$ cat config.mk
export PLATFORM = sky130hd
export DESIGN_NAME = terrain_ram_arbiter
export DESIGN_NICKNAME = d
export VERILOG_FILES = /design/src/rtl/terrain_arb_pkg.sv /design/src/rtl/terrain_arb_tag_pipe.sv /design/src/rtl/terrain_ram_arbiter.sv
export SDC_FILE = /design/constraint.sdc
export NUM_CORES = 1
export LEC_CHECK = 0
export CORE_MARGIN = 5
export CORE_UTILIZATION = 44
export CTS_CLUSTER_SIZE = 20
export DETAILED_ROUTE_END_ITERATION = 16
export GPL_TIMING_DRIVEN = 1
export PLACE_DENSITY = 0.95
export SETUP_SLACK_MARGIN = 0.1
export SLEW_MARGIN = 0
export SYNTH_ARGS = -nofsm -noshare
export SYNTH_HDL_FRONTEND = slang
export SYNTH_SLANG_ARGS = --single-unit
$ cat constraint.sdc
create_clock -name clk_in -period 4.1 [get_ports clk_in]
set_input_delay 0.615 -clock clk_in [delete_from_list [all_inputs] [get_ports clk_in]]
set_output_delay 0.615 -clock clk_in [all_outputs]
set_load 0.005 [all_outputs]
$ cat src/rtl/terrain_arb_pkg.sv
// Shared types for the terrain/grass BRAM arbiter.
// Holds the FSM state, the grant encoding and the read-return tag.
package terrain_arb_pkg;

    typedef enum logic {
        ST_ARB,
        ST_FILL
    } state_t;

    typedef enum logic [2:0] {
        GNT_NONE,
        GNT_VID,
        GNT_WR,
        GNT_RD,
        GNT_FILL
    } grant_t;

    typedef struct packed {
        logic vid;
        logic rd;
    } tag_t;

    localparam int TAG_W = $bits(tag_t);

endpackage

$ cat src/rtl/terrain_arb_tag_pipe.sv
// Fixed-depth shift register carrying read-return tags.
// Cleared asynchronously so no stale return survives a reset.
module terrain_arb_tag_pipe #(
    parameter int LAT = 2,
    parameter int W   = 2
) (
    input  logic         clk,
    input  logic         rst_n,
    input  logic [W-1:0] d,
    output logic [W-1:0] q
);

    logic [W-1:0] stage [LAT];

    always_ff @(posedge clk or negedge rst_n) begin
        if (!rst_n) begin
            for (int i = 0; i < LAT; i++) stage[i] <= '0;
        end else begin
            stage[0] <= d;
            for (int i = 1; i < LAT; i++) stage[i] <= stage[i-1];
        end
    end

    assign q = stage[LAT-1];

endmodule

$ cat src/rtl/terrain_ram_arbiter.sv
// Single-port terrain BRAM arbiter: video > writer/reader (round robin) + fill.
// Define TERRAIN_ARB_STARVE_MON_EN to add the sticky starvation monitor.
module terrain_ram_arbiter
    import terrain_arb_pkg::*;
#(
    parameter int DEPTH  = 3680,
    parameter int ADDR_W = 16,
    parameter int DATA_W = 1,
    parameter int RD_LAT = 2
`ifdef TERRAIN_ARB_STARVE_MON_EN
    ,parameter int STARVE_LIMIT = 1024
`endif
) (
    input  logic              clk_in,
    input  logic              rst_n_in,
    input  logic              vid_req_in,
    input  logic [ADDR_W-1:0] vid_addr_in,
    output logic              vid_valid_out,
    output logic [DATA_W-1:0] vid_data_out,
    input  logic              wr_valid_in,
    input  logic [ADDR_W-1:0] wr_addr_in,
    input  logic [DATA_W-1:0] wr_data_in,
    output logic              wr_ready_out,
    input  logic              rd_valid_in,
    input  logic [ADDR_W-1:0] rd_addr_in,
    output logic              rd_ready_out,
    output logic              rd_data_valid_out,
    output logic [DATA_W-1:0] rd_data_out,
    input  logic              fill_start_in,
    input  logic [DATA_W-1:0] fill_value_in,
    output logic              fill_busy_out,
    output logic              fill_done_out,
    output logic              ram_en_out,
    output logic              ram_we_out,
    output logic [ADDR_W-1:0] ram_addr_out,
    output logic [DATA_W-1:0] ram_din_out,
    input  logic [DATA_W-1:0] ram_dout_in
`ifdef TERRAIN_ARB_STARVE_MON_EN
    ,output logic             starve_out
`endif
);

    localparam logic [ADDR_W-1:0] LAST = ADDR_W'(DEPTH - 1);
    localparam int PW = TAG_W + 1 + DATA_W;

    state_t            state, state_nxt;
    grant_t            gnt;
    logic [ADDR_W-1:0] fill_addr;
    logic              rr_wr, fill_done;
    logic [DATA_W-1:0] vid_hold, rd_hold;
    logic              vid_oor, wr_oor, rd_oor;
    tag_t              push_tag, pop_tag;
    logic              push_ovr, pop_ovr;
    logic [DATA_W-1:0] push_val, pop_val;
    logic [PW-1:0]     push, pop;

    assign vid_oor = vid_addr_in > LAST;
    assign wr_oor  = wr_addr_in > LAST;
    assign rd_oor  = rd_addr_in > LAST;

    always_ff @(posedge clk_in or negedge rst_n_in) begin
        if (!rst_n_in) state <= ST_ARB;
        else           state <= state_nxt;
    end

    always_comb begin
        state_nxt = state;
        unique case (state)
            ST_ARB:  if (fill_start_in) state_nxt = ST_FILL;
            ST_FILL: if (fill_addr == LAST) state_nxt = ST_ARB;
        endcase
    end

    // rr_wr set means the writer wins the next writer/reader tie.
    always_comb begin
        gnt = GNT_NONE;
        if (!rst_n_in)                                 gnt = GNT_NONE;
        else if (state == ST_FILL)                     gnt = GNT_FILL;
        else if (vid_req_in)                           gnt = GNT_VID;
        else if (wr_valid_in && (rr_wr || !rd_valid_in)) gnt = GNT_WR;
        else if (rd_valid_in)                          gnt = GNT_RD;
    end

    always_comb begin
        ram_en_out   = 1'b0;
        ram_we_out   = 1'b0;
        ram_addr_out = '0;
        ram_din_out  = '0;
        wr_ready_out = 1'b0;
        rd_ready_out = 1'b0;
        push_tag     = '0;
        push_ovr     = 1'b0;
        push_val     = '0;
        unique case (gnt)
            GNT_FILL: begin
                ram_en_out   = 1'b1;
                ram_we_out   = 1'b1;
                ram_addr_out = fill_addr;
                ram_din_out  = fill_value_in;
                // Video keeps its timing but sees the fill value instead.
                push_tag.vid = vid_req_in;
                push_ovr     = vid_req_in;
                push_val     = fill_value_in;
            end
            GNT_VID: begin
                ram_en_out   = 1'b1;
                ram_addr_out = vid_addr_in;
                push_tag.vid = 1'b1;
                push_ovr     = vid_oor;
            end
            GNT_WR: begin
                ram_en_out   = 1'b1;
                ram_we_out   = !wr_oor;
                ram_addr_out = wr_addr_in;
                ram_din_out  = wr_data_in;
                wr_ready_out = 1'b1;
            end
            GNT_RD: begin
                ram_en_out   = 1'b1;
                ram_addr_out = rd_addr_in;
                rd_ready_out = 1'b1;
                push_tag.rd  = 1'b1;
                push_ovr     = rd_oor;
            end
            default: ;
        endcase
    end

    assign push = {push_tag, push_ovr, push_val};
    assign {pop_tag, pop_ovr, pop_val} = pop;

    terrain_arb_tag_pipe #(
        .LAT (RD_LAT),
        .W   (PW)
    ) u_tag_pipe (
        .clk   (clk_in),
        .rst_n (rst_n_in),
        .d     (push),
        .q     (pop)
    );

    always_ff @(posedge clk_in or negedge rst_n_in) begin
        if (!rst_n_in) begin
            fill_addr <= '0;
            fill_done <= 1'b0;
            rr_wr     <= 1'b1;
            vid_hold  <= '0;
            rd_hold   <= '0;
        end else begin
            fill_done <= (state == ST_FILL) && (fill_addr == LAST);
            fill_addr <= (state == ST_FILL) ? fill_addr + ADDR_W'(1) : '0;
            if (gnt == GNT_WR)      rr_wr <= 1'b0;
            else if (gnt == GNT_RD) rr_wr <= 1'b1;
            if (vid_valid_out)     vid_hold <= vid_data_out;
            if (rd_data_valid_out) rd_hold  <= rd_data_out;
        end
    end

    assign vid_valid_out     = pop_tag.vid;
    assign rd_data_valid_out = pop_tag.rd;
    assign vid_data_out      = !pop_tag.vid ? vid_hold :
                               pop_ovr      ? pop_val  : ram_dout_in;
    assign rd_data_out       = !pop_tag.rd  ? rd_hold  :
                               pop_ovr      ? pop_val  : ram_dout_in;
    assign fill_busy_out     = state == ST_FILL;
    assign fill_done_out     = fill_done;

`ifdef TERRAIN_ARB_STARVE_MON_EN
    localparam int CW = $clog2(STARVE_LIMIT + 1);
    localparam logic [CW-1:0] LIM = CW'(STARVE_LIMIT);

    logic [CW-1:0] wr_wait, rd_wait;
    logic          starve;

    always_ff @(posedge clk_in or negedge rst_n_in) begin
        if (!rst_n_in) begin
            wr_wait <= '0;
            rd_wait <= '0;
            starve  <= 1'b0;
        end else begin
            if (gnt == GNT_WR)                      wr_wait <= '0;
            else if (wr_valid_in && wr_wait != LIM) wr_wait <= wr_wait + CW'(1);
            if (gnt == GNT_RD)                      rd_wait <= '0;
            else if (rd_valid_in && rd_wait != LIM) rd_wait <= rd_wait + CW'(1);
            if (wr_wait == LIM || rd_wait == LIM)   starve  <= 1'b1;
        end
    end

    assign starve_out = starve;
`endif

endmodule

# After elaboration in Yosys (flattened, before gate mapping)

Cells that the tools add are included.

$add $sub $neg: 1
Magnitude comparators: 3
Equality and inequality tests: 5
Mux-type cells: 23
Bitwise operators: 1
Reductions and logical operators: 7

Operators by type and width:

| operator                                                                           | count |
|---|---|
| 16-bit case mux with 4 select lines                                                | 1 |
| 16-bit by 12-bit greater-than comparator with 1-bit output (second input constant) | 3 |
| 16-bit by 1-bit adder with 16-bit output (second input constant)                   | 1 |
| 16-bit by 12-bit == test with 1-bit output (second input constant)                 | 1 |
| 16-bit two-way mux                                                                 | 1 |
| 1-bit two-way mux                                                                  | 11 |
| 1-bit case mux with 2 select lines                                                 | 4 |
| 3-bit by 2-bit == test with 1-bit output (second input constant)                   | 2 |
| 2-bit two-way mux                                                                  | 3 |
| 3-bit two-way mux                                                                  | 2 |
| 4-bit OR reduction                                                                 | 1 |
| 3-bit by 1-bit == test with 1-bit output (second input constant)                   | 1 |
| 3-bit == test (second input constant)                                              | 1 |
| 1-bit case mux with 3 select lines                                                 | 1 |
| 1-bit logical AND                                                                  | 2 |
| 1-bit zero test                                                                    | 2 |
| 2-bit nonzero test                                                                 | 1 |
| 1-bit logical OR                                                                   | 1 |
| 1-bit inverter                                                                     | 1 |

Register bits after elaboration: 29
Bits of input ports: 57
Output and inout bits: 27

# Depth between registers and ports, before layout

Word-level depth: 10
Depth in mapped cells: 6
Gate-level depth less buffers: 4

# By module

A second synthesis with hierarchy kept.

Cells, all modules: 179
Area total of the unflattened synthesis: 1841.8 µm²

Modules (own cells, without submodules):

| module               | times used | cells each | area each (µm²) | sequential area each (µm²) |
|---|---|---|---|---|
| terrain_ram_arbiter  | 1          | 167        | 1611.5          | 526.8 |
| terrain_arb_tag_pipe | 1          | 12         | 230.2           | 200.2 |

# Worst setup path after synthesis

No wires, ideal clock.

Path kind: input-to-output
Start point: input port rst_n_in
End point: output port ram_addr_out[10]
Arrival time: 1.579 ns
Required time: 3.485 ns
Path slack: 1.906 ns
Cell stages on the path: 5
Cells stage by stage: nor3b_2 and3_1 buf_6 buf_4 a221o_1

Word-level cells in the longest chain between the ends: 3
Elaborated cells on any way between the ends: 6

RTL lines:

| item                                                                   | line                      | RTL |
|---|---|---|
| start: declaration                                                     | terrain_ram_arbiter.sv:15 | `input logic rst_n_in,` |
| 3-bit two-way mux *                                                    | terrain_ram_arbiter.sv:77 | `if (!rst_n_in) gnt = GNT_NONE;` |
| 3-bit by 2-bit == test with 1-bit output, or another cell as far along | terrain_ram_arbiter.sv:94 | `unique case (gnt)` |
| 16-bit case mux with 4 select lines *                                  | terrain_ram_arbiter.sv:94 |  |
| end: declaration                                                       | terrain_ram_arbiter.sv:35 | `output logic [ADDR_W-1:0] ram_addr_out,` |

Every way passes the cells marked *; elsewhere a longest branch is shown, timed or not.

# Worst setup path after layout

Start point: input port rst_n_in
End point: output port ram_addr_out[14]

The elaborated chain is that of the path after synthesis.

==> impl_results.md <==
- Slew @ Worst Pin: 734.8 ps
- Multi-input gate area: 969.7 µm²
- Worst skew pair latency: 280 ps
- First drt pass iteration count: 4
- Post-CTS sizing: 0
- Clock Tree Buf Depth: 2
- Final worst path period share: 0.8553
- Register area: 726.9 µm²
- Crit path from: rst_n_in
- Synth Area in XOR/XNOR: 0.01458
- Hold_sp: u_tag_pipe.stage[7]
- Via-to-Cell Ratio: 6.186
- Row cnt: 23
- DRT iter0 DRCs: 122
- Placed instance area: 2624 µm²
- Setup bufs post-CTS: 0
- Global placement routability congestion: 0.8148
- Final hold viol count: 0
- Initial core utilization: 0.4537
- Max-cap violations: 0
- Inserted Diodes: 0
- CTS tree: done
- Final wirelength: 6082 µm
- Core area: 3971 µm²
- Syn nets: 233
- Die Y: 73.99 µm
- Status: finished, final reports clean
- Syn Area/Cell: 10.30 µm²
- Grt ovf: 0
- Root Driver: clkbuf_8
- Compound-cell area share of the yosys netlist: 0.2618
- R2R Path Start: fill_busy_out
- Count of pins over their slew limit: 0
- Achievable Freq: 285.2 MHz
- Layout area overhead: 52.08%
- Commonest non-fill, non-tap cells in the layout: clkdlybuf4s50_1, dfrtp_1, a22o_1, a221o_1, a21oi_1
- Synth Area in Simple Gates: 0.2215
- Main combinational cell family by area after synthesis: compound AO/OA/AOI/OAI gates
- Mux share of post-synthesis cell area: 0.03333
- DP HPWL: 4560 µm
- Max H-tree Level: 2
- Req. time, crit path: 3480 ps
- Period minus WS final: 3507 ps
- PwrDens: 348.2 nW/µm²
- Largest net degree at the start of global routing: 21
- Wirelength per Cell: 19.81 µm
- Nets: 314
- Synth Cell Area: 1802 µm²
- Antenna violations before repair: 0
- DRC violations left: 0
- Post-route ant nets: 0
- Io pins: 84
- Warnings, synthesis: 0
- P_leak: 1.105 nW
- Netlist cell types: 44
- Die W: 73.99 µm
- RSZ-0062 raised after global routing: false
- Sequential fraction of the synthesis area: 0.4035
- TritonCTS Buffers: 5
- Slew HR: 0.5101
- Data arrival, critical path: 2890 ps
- Vias: 1899
- CTS Hold Buffers Added: 0
- Hold_ws: 347.7 ps
- Skew final: 2.559 ps
- Synth async-reset ratio: 1.000
- Vias in the first global route: 1867
- Post-route core utilization: 0.6900
- Port bufs: 83
- GRT Total Usage: 0.2349
- # clock sinks: 29
- Critical path startpoint category: primary input
- Post-synth EDFFs: 0
- Die area: 5475 µm²
- Critical path peak fanout: 16
- Adder-Cell Fraction of Synth Area: 0.006944
- CP endpoint kind: output pin
- Post-Route Setup TNS: 0 ps
- Most common cell after layout, fill and taps aside: clkdlybuf4s50_1
- Yosys reg bits: 29
- Post-Synthesis Cells: 175
- Setup CP Type: in -> out
- Layout cell share with drive strength beyond 1: 0.06615
- Ys flop type: dfrtp_1
- Final Setup Violations: 0
- Fin area: 2740 µm²
- Total of fill cells in the finished design: 299
- First-pass GRT wire length: 9535 µm
- Hold Path Class: reg -> reg
- Peak VDD IR: 0.0002391 V
- Clk slew on worst S/H paths: 60 ps
[critical path, stage by stage]
cell and delay, ps:
clkdlybuf4s50_1 500, buf_4 260, and3b_1 580, a22o_1 290
a221o_1 140, clkdlybuf4s50_1 500
[Yosys cell counts, drive strengths merged, types with 3 or more instances]
library cell,number,share of area
dfrtp,28,0.39
or2b,4,0.017
buf,10,0.048
nor2,8,0.017
nand3,6,0.019
or4,3,0.012
a22o,17,0.083
a21oi,11,0.031
inv,3,0.0062
and3,3,0.010
nand2,10,0.021
o31ai,3,0.012
mux2i,6,0.033
o21ai,4,0.011
nor4,9,0.035
and2,3,0.010
a221o,16,0.089
nand4,6,0.033
or3,3,0.010
[flip-flops by register name, summed over array words and instances (netlist names)]
register,cells
fill_addr,16
u_tag_pipe.q,4
u_tag_pipe.stage,4
fill_busy_out,1
fill_done_out,1
rd_hold,1
rr_wr,1
vid_hold,1
[layout make-up]
cell class | count | share of cell area
multi-input cells | 131 | 0.3539
clock inverters | 1 | 0.01096
well taps | 50 | 0.02283
inverters | 3 | 0.004110
flip-flops and latches | 29 | 0.2653
clock buffers | 7 | 0.03151
repair buffers | 86 | 0.3114
[where the power goes]
group	switching, mW	total, mW	internal [mW]
registers	0.0695	0.395	0.326
logic	0.104	0.256	0.152
clock network	0.105	0.303	0.198
total	0.279	0.954	0.675
[cell families (layout without fill, tap and decap cells)]
kind of cell	after synthesis	after routing
simple gates	62	62
compound gates	59	59
fa+ha+maj	1	1
xor+xnor	3	3
mux	6	6
flops	29	29
buf+inv	15	97
[per-stage QoR]
step / setup slack (ps) / instances / total power, mW
6_report: 593.4 / 307 / 0.9540
5_1_grt: 446.4 / 307 / 1.006
4_1_cts: 615.0 / 307 / 0.9579
3_5_place_dp: 669.5 / 299 / 0.6532
3_3_place_gp: 720.8 / 299 / 0.6429
2_1_floorplan: 1906 / 175 / 0.5048
[path summary, 6_finish.rpt]
| check | to | slack, ps | cells past startpoint |
|---|---|---|---|
| worst max-delay path | ram_addr_out[14] | 590 | 6 |
| worst min-delay path | u_tag_pipe.q[3] | 350 | 0 |
| worst max register to register | u_tag_pipe.stage[5] | 2220 | 4 |
| worst min register to register | u_tag_pipe.q[3] | 350 | 0 |
| max in group asynchronous | rr_wr | 2840 | 3 |
| min in group asynchronous | fill_addr[12] | 720 | 2 |
[routing by layer]
layer	GRT usage	wire, µm	part of all wire	up-vias
li1	-	-	-	865
met2	0.3868	3109	0.51	96
met3	0.08108	563	0.093	18
met5	0	0	0	-
met4	0.1006	176	0.029	0
met1	0.2791	2233	0.37	920
No activity file was read; power rests on OpenSTA's default activity.
